File: src/rtl/kf_choir_verdict.sv
// kf_choir_verdict
//   Consumes the ensemble choir's bit-serial consensus stream, packs result
//   bits LSB-first into WORD_W-bit words behind a small FIFO, and produces one
//   auto-act / escalate verdict per hypervector frame from confidence stats.
//
// Ports
//   clk, rst                      clock, synchronous active-high reset
//   in_valid/in_bit/in_conf/in_last  consensus stream (no backpressure)
//   conf_thresh                   per-bit low-confidence threshold
//   mean_thresh, max_lowconf      verdict escalation thresholds
//   word_valid/ready/data/last    packed word FIFO head
//   verdict_valid/ready           verdict handshake
//   verdict_escalate/mean/min/lowconf/bits  verdict payload
//   overflow, clear_overflow      sticky drop indicator and its clear
//   busy                          frame in progress or verdict outstanding
module kf_choir_verdict #(
   parameter int HV_DIM     = 8192,
   parameter int WORD_W     = 64,
   parameter int CONF_WIDTH = 8,
   parameter int FIFO_DEPTH = 4,
   parameter int CNT_W      = $clog2(HV_DIM+1),
   parameter int SUM_W      = CONF_WIDTH + CNT_W
) (
   input  logic                  clk,
   input  logic                  rst,
   input  logic                  in_valid,
   input  logic                  in_bit,
   input  logic [CONF_WIDTH-1:0] in_conf,
   input  logic                  in_last,
   input  logic [CONF_WIDTH-1:0] conf_thresh,
   input  logic [CONF_WIDTH-1:0] mean_thresh,
   input  logic [CNT_W-1:0]      max_lowconf,
   output logic                  word_valid,
   input  logic                  word_ready,
   output logic [WORD_W-1:0]     word_data,
   output logic                  word_last,
   output logic                  verdict_valid,
   input  logic                  verdict_ready,
   output logic                  verdict_escalate,
   output logic [CONF_WIDTH-1:0] verdict_mean,
   output logic [CONF_WIDTH-1:0] verdict_min,
   output logic [CNT_W-1:0]      verdict_lowconf,
   output logic [CNT_W-1:0]      verdict_bits,
   output logic                  overflow,
   input  logic                  clear_overflow,
   output logic                  busy
);

   localparam int POS_W = $clog2(WORD_W);
   localparam int PTR_W = $clog2(FIFO_DEPTH);
   localparam int DIV_W = $clog2(CONF_WIDTH+1);
   localparam int DW    = SUM_W + CONF_WIDTH;

   // Stream side uses IDLE/ACCUM, verdict side uses IDLE/DIVIDE/VERDICT;
   // the two run independently so a new frame can start while dividing.
   typedef enum logic [1:0] {IDLE, ACCUM, DIVIDE, VERDICT} state_t;

   typedef struct packed {
      logic [SUM_W-1:0]      sum;
      logic [CNT_W-1:0]      cnt;
      logic [CONF_WIDTH-1:0] mn;
      logic [CNT_W-1:0]      low;
      logic                  flag;   // dropped word or truncated frame
      logic [CONF_WIDTH-1:0] mthr;
      logic [CNT_W-1:0]      mlow;
   } snap_t;

   // ---------------- stream side ----------------
   state_t                s_state, s_next;
   logic [POS_W-1:0]      pos;
   logic [WORD_W-1:0]     pack;
   logic [CNT_W-1:0]      bits_acc;
   logic [SUM_W-1:0]      sum_acc;
   logic [CONF_WIDTH-1:0] min_acc;
   logic [CNT_W-1:0]      low_acc;
   logic                  drop_acc;

   logic [CNT_W-1:0]      bits_nx, low_nx;
   logic [SUM_W-1:0]      sum_nx;
   logic [CONF_WIDTH-1:0] min_nx;
   logic [WORD_W-1:0]     word_nx;
   logic                  hit_max, close, trunc, push, low_bit;

   assign bits_nx = bits_acc + CNT_W'(1);
   assign hit_max = (bits_nx == CNT_W'(HV_DIM));
   assign close   = in_valid & (in_last | hit_max);
   assign trunc   = hit_max & ~in_last;
   assign low_bit = (in_conf < conf_thresh);
   assign low_nx  = low_acc + CNT_W'(low_bit);
   assign sum_nx  = sum_acc + SUM_W'(in_conf);
   assign min_nx  = (in_conf < min_acc) ? in_conf : min_acc;
   // pack is zeroed after every push, so bits above pos are already zero
   assign word_nx = pack | (WORD_W'(in_bit) << pos);
   assign push    = in_valid & ((pos == POS_W'(WORD_W-1)) | close);

   // ---------------- word FIFO ----------------
   logic [WORD_W:0]  mem [FIFO_DEPTH];
   logic [PTR_W-1:0] wr_ptr, rd_ptr;
   logic [PTR_W:0]   fcnt;
   logic             full, pop, wr_ok, drop;

   assign full       = (fcnt == (PTR_W+1)'(FIFO_DEPTH));
   assign word_valid = (fcnt != '0);
   assign pop        = word_valid & word_ready;
   // a pop in the same cycle frees the slot, so full+pop still accepts
   assign wr_ok      = push & (~full | pop);
   assign drop       = push & full & ~pop;
   assign word_data  = word_valid ? mem[rd_ptr][WORD_W-1:0] : '0;
   assign word_last  = word_valid & mem[rd_ptr][WORD_W];

   // ---------------- verdict side ----------------
   state_t                v_state, v_next;
   snap_t                 snap;
   logic [SUM_W-1:0]      rem;
   logic [CONF_WIDTH-1:0] quo;
   logic [DIV_W-1:0]      div_i, qbit;
   logic [DW-1:0]         dsh;
   logic                  div_done, take, discard;

   assign div_done = (div_i == DIV_W'(CONF_WIDTH));
   assign qbit     = DIV_W'(CONF_WIDTH-1) - div_i;
   assign dsh      = DW'(snap.cnt) << qbit;
   assign take     = (DW'(rem) >= dsh);
   assign discard  = close & (v_state != IDLE);

   assign verdict_valid = (v_state == VERDICT);
   assign busy          = (s_state == ACCUM) | (v_state != IDLE);

   // ---------------- next-state logic ----------------
   always_comb begin
      s_next = s_state;
      case (s_state)
         IDLE:    if (in_valid && !close) s_next = ACCUM;
         ACCUM:   if (close) s_next = IDLE;
         default: s_next = IDLE;
      endcase
   end

   always_comb begin
      v_next = v_state;
      case (v_state)
         IDLE:    if (close) v_next = DIVIDE;
         // eight compare/subtract steps, then one cycle to form the verdict
         DIVIDE:  if (div_done) v_next = VERDICT;
         VERDICT: if (verdict_ready) v_next = IDLE;
         default: v_next = IDLE;
      endcase
   end

   always_ff @(posedge clk) begin
      if (rst) begin
         s_state <= IDLE;
         v_state <= IDLE;
      end else begin
         s_state <= s_next;
         v_state <= v_next;
      end
   end

   // ---------------- stream accumulators ----------------
   always_ff @(posedge clk) begin
      if (rst) begin
         pos      <= '0;
         pack     <= '0;
         bits_acc <= '0;
         sum_acc  <= '0;
         min_acc  <= '1;
         low_acc  <= '0;
         drop_acc <= 1'b0;
      end else if (in_valid) begin
         if (close) begin
            pos      <= '0;
            pack     <= '0;
            bits_acc <= '0;
            sum_acc  <= '0;
            min_acc  <= '1;
            low_acc  <= '0;
            drop_acc <= 1'b0;
         end else begin
            pos      <= pos + POS_W'(1);
            pack     <= push ? '0 : word_nx;
            bits_acc <= bits_nx;
            sum_acc  <= sum_nx;
            min_acc  <= min_nx;
            low_acc  <= low_nx;
            drop_acc <= drop_acc | drop;
         end
      end
   end

   // ---------------- FIFO storage and pointers ----------------
   always_ff @(posedge clk) begin
      if (wr_ok) mem[wr_ptr] <= {close, word_nx};
   end

   always_ff @(posedge clk) begin
      if (rst) begin
         wr_ptr <= '0;
         rd_ptr <= '0;
         fcnt   <= '0;
      end else begin
         if (wr_ok) wr_ptr <= wr_ptr + PTR_W'(1);
         if (pop)   rd_ptr <= rd_ptr + PTR_W'(1);
         case ({wr_ok, pop})
            2'b10:   fcnt <= fcnt + (PTR_W+1)'(1);
            2'b01:   fcnt <= fcnt - (PTR_W+1)'(1);
            default: fcnt <= fcnt;
         endcase
      end
   end

   // ---------------- snapshot, divider, verdict registers ----------------
   always_ff @(posedge clk) begin
      if (rst) begin
         snap             <= '0;
         rem              <= '0;
         quo              <= '0;
         div_i            <= '0;
         verdict_escalate <= 1'b0;
         verdict_mean     <= '0;
         verdict_min      <= '0;
         verdict_lowconf  <= '0;
         verdict_bits     <= '0;
      end else begin
         case (v_state)
            IDLE: if (close) begin
               // closing bit's own contribution and drop are included
               snap  <= '{sum: sum_nx, cnt: bits_nx, mn: min_nx, low: low_nx,
                          flag: drop_acc | drop | trunc,
                          mthr: mean_thresh, mlow: max_lowconf};
               rem   <= sum_nx;
               quo   <= '0;
               div_i <= '0;
            end
            DIVIDE: begin
               if (!div_done) begin
                  if (take) begin
                     rem <= rem - dsh[SUM_W-1:0];
                     quo <= quo | (CONF_WIDTH'(1) << qbit);
                  end
                  div_i <= div_i + DIV_W'(1);
               end else begin
                  verdict_escalate <= (quo < snap.mthr) | (snap.low > snap.mlow)
                                      | snap.flag;
                  verdict_mean     <= quo;
                  verdict_min      <= snap.mn;
                  verdict_lowconf  <= snap.low;
                  verdict_bits     <= snap.cnt;
               end
            end
            VERDICT: if (verdict_ready) begin
               verdict_escalate <= 1'b0;
               verdict_mean     <= '0;
               verdict_min      <= '0;
               verdict_lowconf  <= '0;
               verdict_bits     <= '0;
            end
            default: ;
         endcase
      end
   end

   // ---------------- sticky overflow ----------------
   always_ff @(posedge clk) begin
      if (rst)                  overflow <= 1'b0;
      else if (drop || discard) overflow <= 1'b1;
      else if (clear_overflow)  overflow <= 1'b0;
   end

endmodule

File: config.mk
export PLATFORM = sky130hd
export DESIGN_NAME = kf_choir_verdict
export DESIGN_NICKNAME = d
export VERILOG_FILES = /design/src/rtl/kf_choir_verdict.sv
export SDC_FILE = /design/constraint.sdc
export NUM_CORES = 1
export LEC_CHECK = 0
export CORE_MARGIN = 2
export CORE_UTILIZATION = 45
export DETAILED_ROUTE_END_ITERATION = 10
export SYNTH_ARGS = -nofsm -noshare
export SYNTH_HDL_FRONTEND = slang
export SYNTH_SLANG_ARGS = --single-unit
File: constraint.sdc
create_clock -name clk -period 5.8 [get_ports clk]
set_clock_uncertainty 0.15 [all_clocks]
set_input_delay 0.58 -clock clk [delete_from_list [all_inputs] [get_ports clk]]
set_output_delay 0.58 -clock clk [all_outputs]
set_load 0.02 [all_outputs]
=== Yosys cells after proc, flatten, opt, wreduce, memory -nomap -nowiden ===
Memory sizes are Yosys's and may differ from the RTL's. A register that Yosys moved wholly into a read port is not among the register bits.
Cells that the tools add are included.

* Register bits after elaboration: 279
* RAM bits: 260
* Input bits: 46
* Memories kept: 1

{| class="wikitable"
|+ Memory list
! name !! words !! width !! read ports !! clocked after memory_dff !! write ports !! RTL line !! RTL
|-
| mem || 4 || 65 || 1 || 1 || 1 || 97 || <nowiki>logic [WORD_W:0] mem [FIFO_DEPTH];</nowiki>
|}

* $add $sub $neg: 11
* Order comparisons: 5
* Equality and inequality tests: 16
* Shifts and indexed selects: 3
* Multiplexer cells: 48
* Bitwise gates (word level): 22
* Reductions and logical operators: 17

{| class="wikitable"
|+ Operators by type and width
! cell !! number
|-
| $mux 64 || 3
|-
| $mux 22 || 4
|-
| $mux 14 || 5
|-
| $mux 8 || 8
|-
| $or 64x64->64 || 1
|-
| $shl 1x6->64 || 1
|-
| $pmux 14 s2 || 2
|-
| $pmux 8 s2 || 3
|-
| $pmux 22 s2 || 1
|-
| $ge 22x30->1 || 1
|-
| $shl 14x4->30 || 1
|-
| $lt 8x8->1 || 3
|-
| $add 22x8->22 || 1
|-
| $sub 22x22->22 || 1
|-
| $add 14x1->14 || 1
|-
| $add 14x1->14 const B || 1
|-
| $eq 14x14->1 const B || 1
|-
| $gt 14x14->1 || 1
|-
| $mux 2 || 7
|-
| $ne 2x2->1 const B || 6
|-
| $reduce_bool 2->1 || 5
|-
| $and 1x1->1 || 9
|-
| $reduce_and 3->1 || 3
|-
| $mux 4 || 2
|-
| 30 further kinds || 51
|}

=== Logic depth before layout (Yosys ltp) ===
Gate-level depths: netlist of the first run.

* Word-level depth: 10
* Depth in mapped cells: 19

=== Least setup slack after synthesis of the first run ===
Ideal clock, no wire load.

* Path kind: register to register
* Start point: reg div_i[1]
* End point: reg rem[13]
* Setup time: 0.135 ns
* Data arrival time: 4.257 ns
* Setup slack: 1.258 ns
* Stages on the path, launching flop included: 18
* Buffers on the path: 4
* Clock period less this slack: 4.542 ns
* Cell sequence: dfxtp_1 -> clkbuf_1 -> clkbuf_1 -> buf_1 -> nand4_1 -> nor2_1 -> ha_1 -> inv_1 -> fa_1 -> a211oi_1 -> o21ai_0 -> a31oi_1 -> o21ai_0 -> a2111oi_0 -> nor4_4 -> buf_4 -> mux2i_1 -> o22ai_1

* Longest elaborated chain between the ends: 6

{| class="wikitable"
|+ Ends and longest elaborated chain
! item !! RTL line !! RTL
|-
| start, declared || 116 || <nowiki>logic [DIV_W-1:0] div_i, qbit;</nowiki>
|-
| start signal, assigned || 241 || <nowiki>div_i <= div_i + DIV_W'(1);</nowiki>
|-
| $sub 3x4->4 || 121 || <nowiki>assign qbit = DIV_W'(CONF_WIDTH-1) - div_i;</nowiki>
|-
| $shl 14x4->30 || 122 || <nowiki>assign dsh = DW'(snap.cnt) << qbit;</nowiki>
|-
| $sub 22x22->22 || 238 || <nowiki>rem <= rem - dsh[SUM_W-1:0];</nowiki>
|-
| $mux 22 || 237 || <nowiki>if (take) begin</nowiki>
|-
| $mux 22 || 236 || <nowiki>if (!div_done) begin</nowiki>
|-
| $pmux 22 s2 || 225 || <nowiki>case (v_state)</nowiki>
|-
| end signal, assigned || 231 || <nowiki>rem <= sum_nx;</nowiki>
|-
| end signal, assigned || 238 ||
|-
| end, declared || 114 || <nowiki>logic [SUM_W-1:0] rem;</nowiki>
|}

Parallel ways exist; a longest one is shown, timed or not. The select of a mux whose other input is x is not followed.
A chain may end at the register's enable or synchronous reset.

=== Final worst setup path of the first run ===
* Start point: reg div_i[2]
* End point: reg quo[3]

* Longest elaborated chain between the ends: 6

{| class="wikitable"
|+ Ends and longest elaborated chain
! item !! RTL line !! RTL
|-
| parallel branches: the longest is 6 deep, another holds $ge 22x30->1 || n/a ||
|-
| end signal, assigned || 239 || <nowiki>quo <= quo | (CONF_WIDTH'(1) << qbit);</nowiki>
|-
| end, declared || 115 || <nowiki>logic [CONF_WIDTH-1:0] quo;</nowiki>
|}

Parallel ways; which one is timed is not known. The select of a mux whose other input is x is not followed.

==> impl_metrics.csv, run 1 <==
group,metric,value,unit
outcome,status,"finished, final reports clean",
clocking,cts_resized,0,
layout,syn2layout_area_growth,17.5,%
synthesis,synth-seq-cells,540,
die,dieArea,56200,um2
routing,viasPerCell,5.66,
worst_setup_path,cp_slowest_stage_delay,0.78,ns
layout,nets,2455,
timing,setup_viol,0,
global_routing,grt_pass1_wl,94100,um
placement,routabilityCongestion,0.871,
worst_hold_path,min_path_type,"reg -> reg",
die,ioPinCount,160,
clocking,cts_buffer_depth,3,
layout,finish.utilization,0.534,
timing,layout_worst_path_cycle_share,0.879,
global_routing,grt_antenna_before_repair,1,
worst_setup_path,path_delay_family,"compound AO/OA/AOI/OAI gates",
worst_setup_path,cpMaxStageDelayCell,"dfxtp_1",
layout,final_cells,3070,
global_routing,grt_usage,0.212,
worst_setup_path,worst-path-buf-inv,2,
global_routing,grt_start_max_net_pins,109,
routing,routedWlPerCell,19.5,um
timing,fmax,196,MHz
global_routing,grt-ovfl-total,0,
pwr,vdd_ir_drop_max,0.232,mV
layout,num_antenna_cells,0,
synthesis,synth_edf_count,260,
worst_setup_path,path_depth,13,
worst_setup_path,critPathMaxFanout,34,
die,rows,85,
clocking,cts_root_buffer,"clkbuf_16",
die,die_x,237,um
clocking,clkLatencyLatePin,0.61,ns
timing,setup_tns,0,ns
routing,drt-pass1-iter-count,7,
routing,routed_wl,59900,um
timing,worst_slew_pin_slew,1.20,ns
routing,antenna_left,0,
placement,io_buffer_count,159,
global_routing,grt_pass1_vias,16800,
layout,mostFrequentLayoutCells,"278 x dfxtp_1, 260 x edfxtp_1, 241 x nor2_1, 169 x nand2_1, 157 x clkdlybuf4s50_1",
worst_setup_path,reg2reg_from,"div_i[2]$_SDFFE_PP0P_",
clocking,path_clk_slew,0.06,ns
worst_setup_path,setup.worst_path.end_class,"flip-flop",
flow_run,cap_violations,0,
worst_hold_path,min_from,"snap[21]$_SDFFE_PP0P_",
pwr,power.density,357,nW/um2
worst_setup_path,cp.required,6.12,ns
placement,dpl.hpwl,38800,um
routing,via_count,17400,
die,initial_core_util,0.455,
worst_setup_path,path_class,"reg -> reg",
clocking,cts.sinks,540,
clocking,cts-htree-levels,2,
layout,layout.cells.most_common,"dfxtp_1",
synthesis,synth_flop_cell,"dfxtp_1",
synthesis,synth.avg_cell_area,11.1,um2
worst_setup_path,worstSetupStartpointType,"flip-flop",
die,coreArea,53700,um2
pwr,leakage,10.2,nW
synthesis,synth_nets,2332,
synthesis,syn_inst,2203,
synthesis,syn-cell-area,24400,um2
timing,rsz0062_at_grt,"no",
synthesis,seq_area_frac_synth,0.549,
clocking,numCtsBuffers,57,
routing,drc,0,
synthesis,ys_async_sr_fraction,0,
synthesis,synthDistinctLibCells,69,
timing,slew_headroom,0.200,
worst_hold_path,hold_path_depth,2,
worst_setup_path,cp_cell_sequence,"inv_1, nor2_1, nand3_1, fa_1, a211oi_1, o21ai_0, a31oi_1, o21ai_0, a2111oi_0, nor4_4, buf_4, a31oi_1, nor2_1",
routing,drtIter0Drc,1132,
worst_setup_path,crit_start,"div_i[2]$_SDFFE_PP0P_",
layout,drive_gt1_frac,0.0998,
timing,timing.hold.ws,0.304,ns
die,die_y,237,um
worst_setup_path,cp.arrival,5.42,ns
synthesis,synth_warnings,0,
clocking,cts_hold_buf,0,
timing,slew_violations,0,
layout,fillCellCount,4622,
worst_setup_path,worst_r2r_path_depth,13,
placement,dp_cells,2963,
timing,hold_viol,0,
timing,post-route-min-period,5.10,ns
clocking,cts_setup_buffers,0,
clocking,cts_tree,"built",
[power breakdown]
part	internal [mW]	switching, mW	leakage, nW
Combinational	1.14	1.22	4.94
Sequential	4.10	0.173	4.34
Clock	2.11	1.51	0.923
Total	7.36	2.90	10.2
[synthesized netlist by cell type (all sizes together) (6+ instances only)]
master,count,area share
nor2b,18,0.0046
nor3b,7,0.0022
a21oi,121,0.025
nand3b,24,0.0074
buf,35,0.0062
and3,22,0.0056
nand2b,15,0.0038
clkbuf,102,0.016
inv,51,0.0078
a21o,81,0.025
nor2,243,0.037
dfxtp,280,0.23
ha,80,0.041
mux2i,24,0.0098
o211ai,8,0.0025
and2,79,0.020
xnor2,47,0.017
a211oi,42,0.013
a311oi,7,0.0025
nand2,170,0.026
nand4,15,0.0041
o22a,9,0.0032
edfxtp,260,0.32
or3,12,0.0031
a22oi,50,0.015
o21a,10,0.0031
nor3,30,0.0061
nor4,6,0.0024
mux4,74,0.068
a31oi,24,0.0061
o21ai,133,0.027
xor2,25,0.0090
nand3,39,0.0080
[flip-flops by register name (all words and copies together), names as in the netlist, 14 cells and up, named ones only]
name / count
snap: 59
verdict_bits: 14
verdict_lowconf: 14
mem: 260
sum_acc: 22
bits_acc: 14
low_acc: 14
rem: 22
pack: 64
[routing by layer]
metal / up-vias / wire [um] / global-route usage / part of all wire
met1: 8534 / 25700 / 0.274 / 0.43
met5: - / 8 / 0 / 0.00013
li1: 8324 / - / - / -
met4: 2 / 1090 / 0.0539 / 0.018
met2: 425 / 30300 / 0.378 / 0.51
met3: 81 / 2820 / 0.0276 / 0.047
[metrics by stage]
stage                     area [um2]  total power [mW]  setup WS, ns
after floorplan                24400              5.83          1.26
after global placement         26800              6.75         0.898
after detailed placement       26800              6.76         0.771
after CTS                      28700              10.4         0.735
after global routing           28700              10.7        0.0721
final                          28700              10.3         0.699
[layout make-up]
cell class | count | area [um2] | share of cell area
clock buffer | 80 | 1640 | 0.0572
timing repair buffer | 201 | 1970 | 0.0686
tap | 696 | 871 | 0.0303
sequential | 540 | 13400 | 0.468
multi-input combinational | 1473 | 10300 | 0.360
inverter | 53 | 199 | 0.00693
clock inverter | 27 | 259 | 0.00902
[worst reg2reg max path: stages, from the launching register on]
cell and delay [ns]:
dfxtp_1 0.78, inv_1 0.13, nor2_1 0.41, nand3_1 0.21, fa_1 0.49, a211oi_1 0.40, o21ai_0 0.24, a31oi_1 0.35
o21ai_0 0.26, a2111oi_0 0.73, nor4_4 0.22, buf_4 0.31, a31oi_1 0.24, nor2_1 0.06
[worst paths after layout]
| path | to | slack, ns |
|---|---|---|
| setup reg to reg | quo[3]$_SDFFE_PP0P_ | 0.70 |
| hold / removal | snap[21]$_SDFFE_PP0P_ | 0.30 |
| hold reg to reg | snap[21]$_SDFFE_PP0P_ | 0.30 |
| setup / recovery | quo[3]$_SDFFE_PP0P_ | 0.70 |
[cells by family after synthesis]
kind of cell	after synthesis	synth area share
AOI/OAI and AO/OA	522	0.136
xor gates and xnor gates	72	0.0258
adders and majority gates	83	0.0434
buffers and inverters	190	0.0301
DFF	540	0.549
muxes	101	0.0794
and+or+nand+nor	695	0.136
No activity file was read; power rests on OpenSTA's default activity.
==> inputs of run 2 (changes only) <==
- CORE_MARGIN: 2 -> 4
==> run 2 against run 1 <==
Effect of this change: total power fell by 1.7%; first-iteration DRC count shrank 7.4%; critical path depth stayed put; die area grew 3.4%; wire length shrank 0.77%; via count shrank 0.81%; cell area is 0.72% lower; hold slack is essentially flat; clock-buffer cell count up 7; setup slack improved by 0.037 ns; clock power shrank 4%; non-clock buffer count decreased by 10; critical path type unchanged; largest power group unchanged.
==> impl_metrics.csv, run 2 (same netlist as run 1, synthesis figures left out) <==
group,metric,value,unit
global_routing,grt-ovfl-total,0,
routing,viasPerCell,5.64,
worst_setup_path,cp_slowest_stage_delay,0.73,ns
timing,layout_worst_path_cycle_share,0.873,
layout,mostFrequentLayoutCells,"277 x dfxtp_1, 260 x edfxtp_1, 241 x nor2_1, 169 x nand2_1, 157 x clkdlybuf4s50_1",
global_routing,grt_pass1_vias,17000,
worst_setup_path,critPathMaxFanout,36,
routing,routedWlPerCell,19.5,um
placement,placed_area,26700,um2
clocking,cts_resized,0,
layout,syn2layout_area_growth,16.6,%
timing,worst_slew_pin_slew,1.24,ns
timing,setup_viol,0,
placement,io_buffer_count,159,
timing,post-route-min-period,5.06,ns
routing,drtIter0Drc,1048,
layout,regMostFlops,"mem",
die,coreArea,53800,um2
clocking,numCtsBuffers,55,
pwr,leakage,10.1,nW
routing,routed_wl,59500,um
layout,fillCellCount,4650,
clocking,cts.sinks,540,
global_routing,grt_pass1_wl,93200,um
timing,hold_viol,0,
layout,num_antenna_cells,0,
clocking,cts_setup_buffers,0,
layout,largest_register_ff_count,260,
outcome,status,"finished, final reports clean",
worst_hold_path,min_path_type,"reg -> reg",
pwr,vdd_ir_drop_max,0.229,mV
layout,final_cells,3056,
layout,drive_gt1_frac,0.0903,
die,rows,85,
clocking,cts_hold_buf,0,
routing,wl_met1,26000,um
worst_setup_path,path_class,"reg -> reg",
layout,final-seq-area,13400,um2
worst_setup_path,cp.arrival,5.40,ns
timing,slew_headroom,0.173,
routing,drt-pass1-iter-count,5,
clocking,cts_tree,"built",
clocking,cts_root_buffer,"clkbuf_16",
layout,finalInstanceArea,28500,um2
timing,fmax,197,MHz
routing,antenna_left,0,
routing,met3WireLength,2450,um
flow_run,cap_violations,0,
layout,multi_input_area,10300,um2
placement,routabilityCongestion,0.861,
placement,dpl.hpwl,37900,um
worst_setup_path,cp_cell_sequence,"clkinv_1, o21ai_0, nand2_1, ha_1, a211oi_1, o21ai_0, a31oi_1, o21ai_0, a2111oi_0, nor4_4, buf_4, mux2i_1, and2_1",
layout,top_regs,"mem: 260 flops, pack: 64 flops, snap: 59 flops",
placement,dp_cells,2953,
die,initial_core_util,0.454,
routing,wl_met2,29600,um
global_routing,grt_antenna_before_repair,0,
worst_setup_path,rrSetupSlack,0.74,ns
pwr,power,10.1,mW
pwr,power.density,354,nW/um2
layout,layout.cells.most_common,"dfxtp_1",
timing,slew_violations,0,
die,dieArea,58100,um2
worst_setup_path,worstSetupStartpointType,"flip-flop",
clocking,cts-htree-levels,2,
routing,via_count,17200,
die,die_y,241,um
worst_setup_path,cpMaxStageDelayCell,"a2111oi_0",
routing,dr.max_layer_used,"met4",
clocking,cts_buffer_depth,3,
clocking,path_clk_slew,0.06,ns
global_routing,grt_start_max_net_pins,106,
timing,rsz0062_at_grt,"no",
global_routing,grt_usage,0.202,
timing,setup_tns,0,ns
layout,nets,2443,
routing,drc,0,
die,ioPinCount,160,
worst_setup_path,setup.worst_path.end_class,"flip-flop",
worst_setup_path,cp.required,6.14,ns
die,die_x,241,um
clocking,clkLatencyLatePin,0.63,ns
worst_setup_path,cp_common_cell,"o21ai_0",
run 2: cell types whose count changed in the layout (fill, tap and decap cells not counted), sizes merged:
cell and delta:
buf -10, clkbuf +7, clkinv -7, clkinvlp -3, inv -1
run 2: stage by stage:
stage | util | hold WS (ns) | worst slack [ns]
final | 0.530 | 0.305 | 0.736
after global routing | 0.530 | 0.327 | 0.335
after CTS | 0.529 | 0.305 | 0.548
after detailed placement | 0.496 | 0.297 | 0.560
after global placement | 0.496 | 0.291 | 0.743
after floorplan | - | 0.274 | 1.26
run 2: worst paths after layout:
check / endpoint / from / cells past startpoint
hold / removal: snap[21]$_SDFFE_PP0P_ / snap[21]$_SDFFE_PP0P_ / 2
setup / recovery: rem[2]$_SDFFE_PP0P_ / div_i[0]$_SDFFE_PP0P_ / 13
hold reg to reg: snap[21]$_SDFFE_PP0P_ / snap[21]$_SDFFE_PP0P_ / 2
setup reg to reg: rem[2]$_SDFFE_PP0P_ / div_i[0]$_SDFFE_PP0P_ / 13
run 2: layer usage:
layer | up-vias | track usage
met5 | - | 0
met4 | 0 | 0.0556
met3 | 107 | 0.0311
met2 | 343 | 0.351
met1 | 8488 | 0.264
li1 | 8288 | -
run 2: final cells by class:
type | count | area share
flip-flops and latches | 540 | 0.471
multi-input cells | 1473 | 0.363
repair buffers | 191 | 0.0660
clock buffers | 87 | 0.0550
well taps | 696 | 0.0306
clock inverters | 16 | 0.00755
inverters | 53 | 0.00698
run 2: where the power goes:
part	total (mW)	internal (mW)	switching, mW
logic	2.37	1.14	1.24
registers	4.24	4.10	0.142
clock network	3.47	2.00	1.47
run 2: critical path, delay by kind of cell, from the launching register on:
kind | cells | cell delay (ns)
AOI/OAI and AO/OA | 6 | 2.34
buffers and inverters | 2 | 0.74
adders and majority gates | 1 | 0.38
DFF | 1 | 0.67
and+or+nand+nor | 3 | 0.49
muxes | 1 | 0.15
==> inputs of run 3 (changes only) <==
- GPL_ROUTABILITY_DRIVEN: not set -> 0
- GPL_TIMING_DRIVEN: not set -> 0
- clock period: 5.8 -> 5.2 ns (I/O delays scaled with it)
==> run 3 against run 2 <==
Effect of this change: register-to-register slack worse by 0.39 ns; sequential share of layout area is 0.88 points lower; first-iteration DRC count is 11% higher; non-clock buffer count increased by 113; core utilization increased by 0.99 points; via count up 5.2%; flip-flop and latch count unchanged; maximum frequency rose by 4.4%; combinational power is 19% higher; die area unchanged; largest power group unchanged.
==> impl_metrics.csv, run 3 (same netlist as run 1, synthesis figures left out) <==
group,metric,value,unit
outcome,status,"finished, final reports clean",
global_routing,grt_pass1_wl,100000,um
placement,dp_slack,-0.584,ns
timing,layout_worst_path_cycle_share,0.933,
clocking,cts_root_buffer,"clkbuf_16",
layout,syn2layout_area_growth,18.8,%
worst_setup_path,reg2reg_from,"div_i[1]$_SDFFE_PP0P_",
timing,fmax,206,MHz
clocking,clkLatencyLatePin,0.62,ns
die,dieArea,58100,um2
routing,via_count,18100,
timing,hold_viol,0,
worst_setup_path,critPathMaxFanout,10,
global_routing,grt-ovfl-total,0,
die,rows,85,
pwr,leakage,10.3,nW
worst_setup_path,r2r_end,"rem[21]$_SDFFE_PP0P_",
clocking,cts.sinks,540,
worst_hold_path,min_path_type,"in -> reg",
routing,antenna_left,0,
layout,mostFrequentLayoutCells,"280 x dfxtp_1, 260 x edfxtp_1, 243 x nor2_1, 170 x nand2_1, 157 x clkdlybuf4s50_1",
timing,post-route-min-period,4.85,ns
routing,drtIter0Drc,1162,
layout,layout.cells.most_common,"dfxtp_1",
timing,worst_slew_pin_slew,1.27,ns
worst_setup_path,cp.required,5.59,ns
placement,placed_area,27100,um2
routing,drt-pass1-iter-count,5,
die,die_y,241,um
pwr,power.density,400,nW/um2
layout,regMostFlops,"mem",
timing,final.setup.worst_slack,0.350,ns
layout,nets,2557,
worst_setup_path,cp.arrival,5.24,ns
pwr,vdd_ir_drop_max,0.270,mV
worst_setup_path,setup.worst_path.end_class,"flip-flop",
clocking,numCtsBuffers,56,
die,coreArea,53800,um2
timing,setup_tns,0,ns
timing,setup_viol,0,
timing,slew_headroom,0.152,
placement,dpl.hpwl,46500,um
worst_setup_path,path_class,"reg -> reg",
routing,viasPerCell,5.71,
worst_setup_path,crit_path_end,"rem[21]$_SDFFE_PP0P_",
clocking,cts_buffer_depth,3,
layout,top_regs,"mem: 260 flops, pack: 64 flops, snap: 59 flops",
layout,finish.utilization,0.539,
die,die_x,241,um
layout,finalInstanceArea,29000,um2
die,initial_core_util,0.454,
flow_run,cap_violations,0,
clocking,path_clk_slew,0.06,ns
worst_setup_path,rrSetupSlack,0.35,ns
layout,largest_register_ff_count,260,
global_routing,grt_usage,0.222,
clocking,cts_tree,"built",
layout,num_antenna_cells,0,
die,ioPinCount,160,
clocking,cts_hold_buf,0,
pwr,power,11.6,mW
routing,routedWlPerCell,20.9,um
timing,slew_violations,0,
global_routing,grt_antenna_before_repair,1,
worst_setup_path,worst_r2r_path_depth,16,
global_routing,grt_start_max_net_pins,49,
timing,rsz0062_at_grt,"no",
placement,io_buffer_count,157,
global_routing,grt_pass1_vias,17600,
worst_setup_path,worstSetupStartpointType,"flip-flop",
worst_setup_path,crit_start,"div_i[1]$_SDFFE_PP0P_",
layout,drive_gt1_frac,0.0872,
routing,routed_wl,66400,um
routing,drc,0,
clocking,cts-htree-levels,2,
## run 3: metal layers
| metal | part of all wire | GRT usage | routed length [um] | vias up |
|---|---|---|---|---|
| met5 | 0.00030 | 0 | 20 | - |
| met4 | 0.030 | 0.0668 | 1980 | 2 |
| met3 | 0.055 | 0.0374 | 3640 | 128 |
| met2 | 0.50 | 0.390 | 33100 | 578 |
| met1 | 0.42 | 0.284 | 27700 | 8889 |
| li1 | - | - | - | 8526 |
## run 3: how the worst min path moves through the flow
| stage | from | to | cells past startpoint |
|---|---|---|---|
| 2_1_floorplan | drop_acc$_SDFFE_PP0P_ | drop_acc$_SDFFE_PP0P_ | 2 |
| 3_3_place_gp | snap[15]$_SDFFE_PP0P_ | snap[15]$_SDFFE_PP0P_ | 2 |
| 3_5_place_dp | snap[13]$_SDFFE_PP0P_ | snap[13]$_SDFFE_PP0P_ | 2 |
| 4_1_cts | in_last | snap[22]$_SDFFE_PP0P_ | 2 |
| 5_1_grt | max_lowconf[5] | snap[5]$_SDFFE_PP0P_ | 3 |
| 6_report | in_last | snap[22]$_SDFFE_PP0P_ | 2 |
## run 3: area by class of cell
cell class	count	area (um2)
fill	4713	24800
tap	696	871
buffer	137	539
timing repair buffer	167	1740
sequential	540	13400
inverter	53	199
multi-input combinational	1473	10300
clock inverter	28	352
clock buffer	78	1580
## run 3: per-stage QoR
stage,std cells,hold WS [ns]
after floorplan,2203,0.274
after global placement,3056,0.296
after detailed placement,3064,0.301
after CTS,3170,0.232
after global routing,3172,0.294
final,3172,0.285
## run 3: where the power goes
part / total, mW / internal, mW / leakage [nW] / switching [mW]
Clock: 4.14 / 2.44 / 0.947 / 1.70
Combinational: 2.82 / 1.30 / 5.02 / 1.53
Sequential: 4.65 / 4.57 / 4.34 / 0.0799
Total: 11.6 / 8.30 / 10.3 / 3.31
## run 3: worst max-delay path, cell delays in order (launching register included)
cell and delay (ns):
dfxtp_1 0.37, clkbuf_1 0.30, clkbuf_2 0.30, buf_2 0.28
a211oi_1 0.11, a21oi_1 0.37, mux2i_1 0.19, or2_2 0.33
ha_1 0.34, and3_1 0.20, a31oi_2 0.15, o21ai_2 0.29
a2111oi_2 0.12, nor4_4 0.53, buf_4 0.32, nand3_1 0.17
o221ai_1 0.24
## run 3: repair_timing
item	CTS	global route
gates resized for setup	5	4
endpoints found under the setup margin	30	30
pin swaps	0	1
buffers inserted	0	2
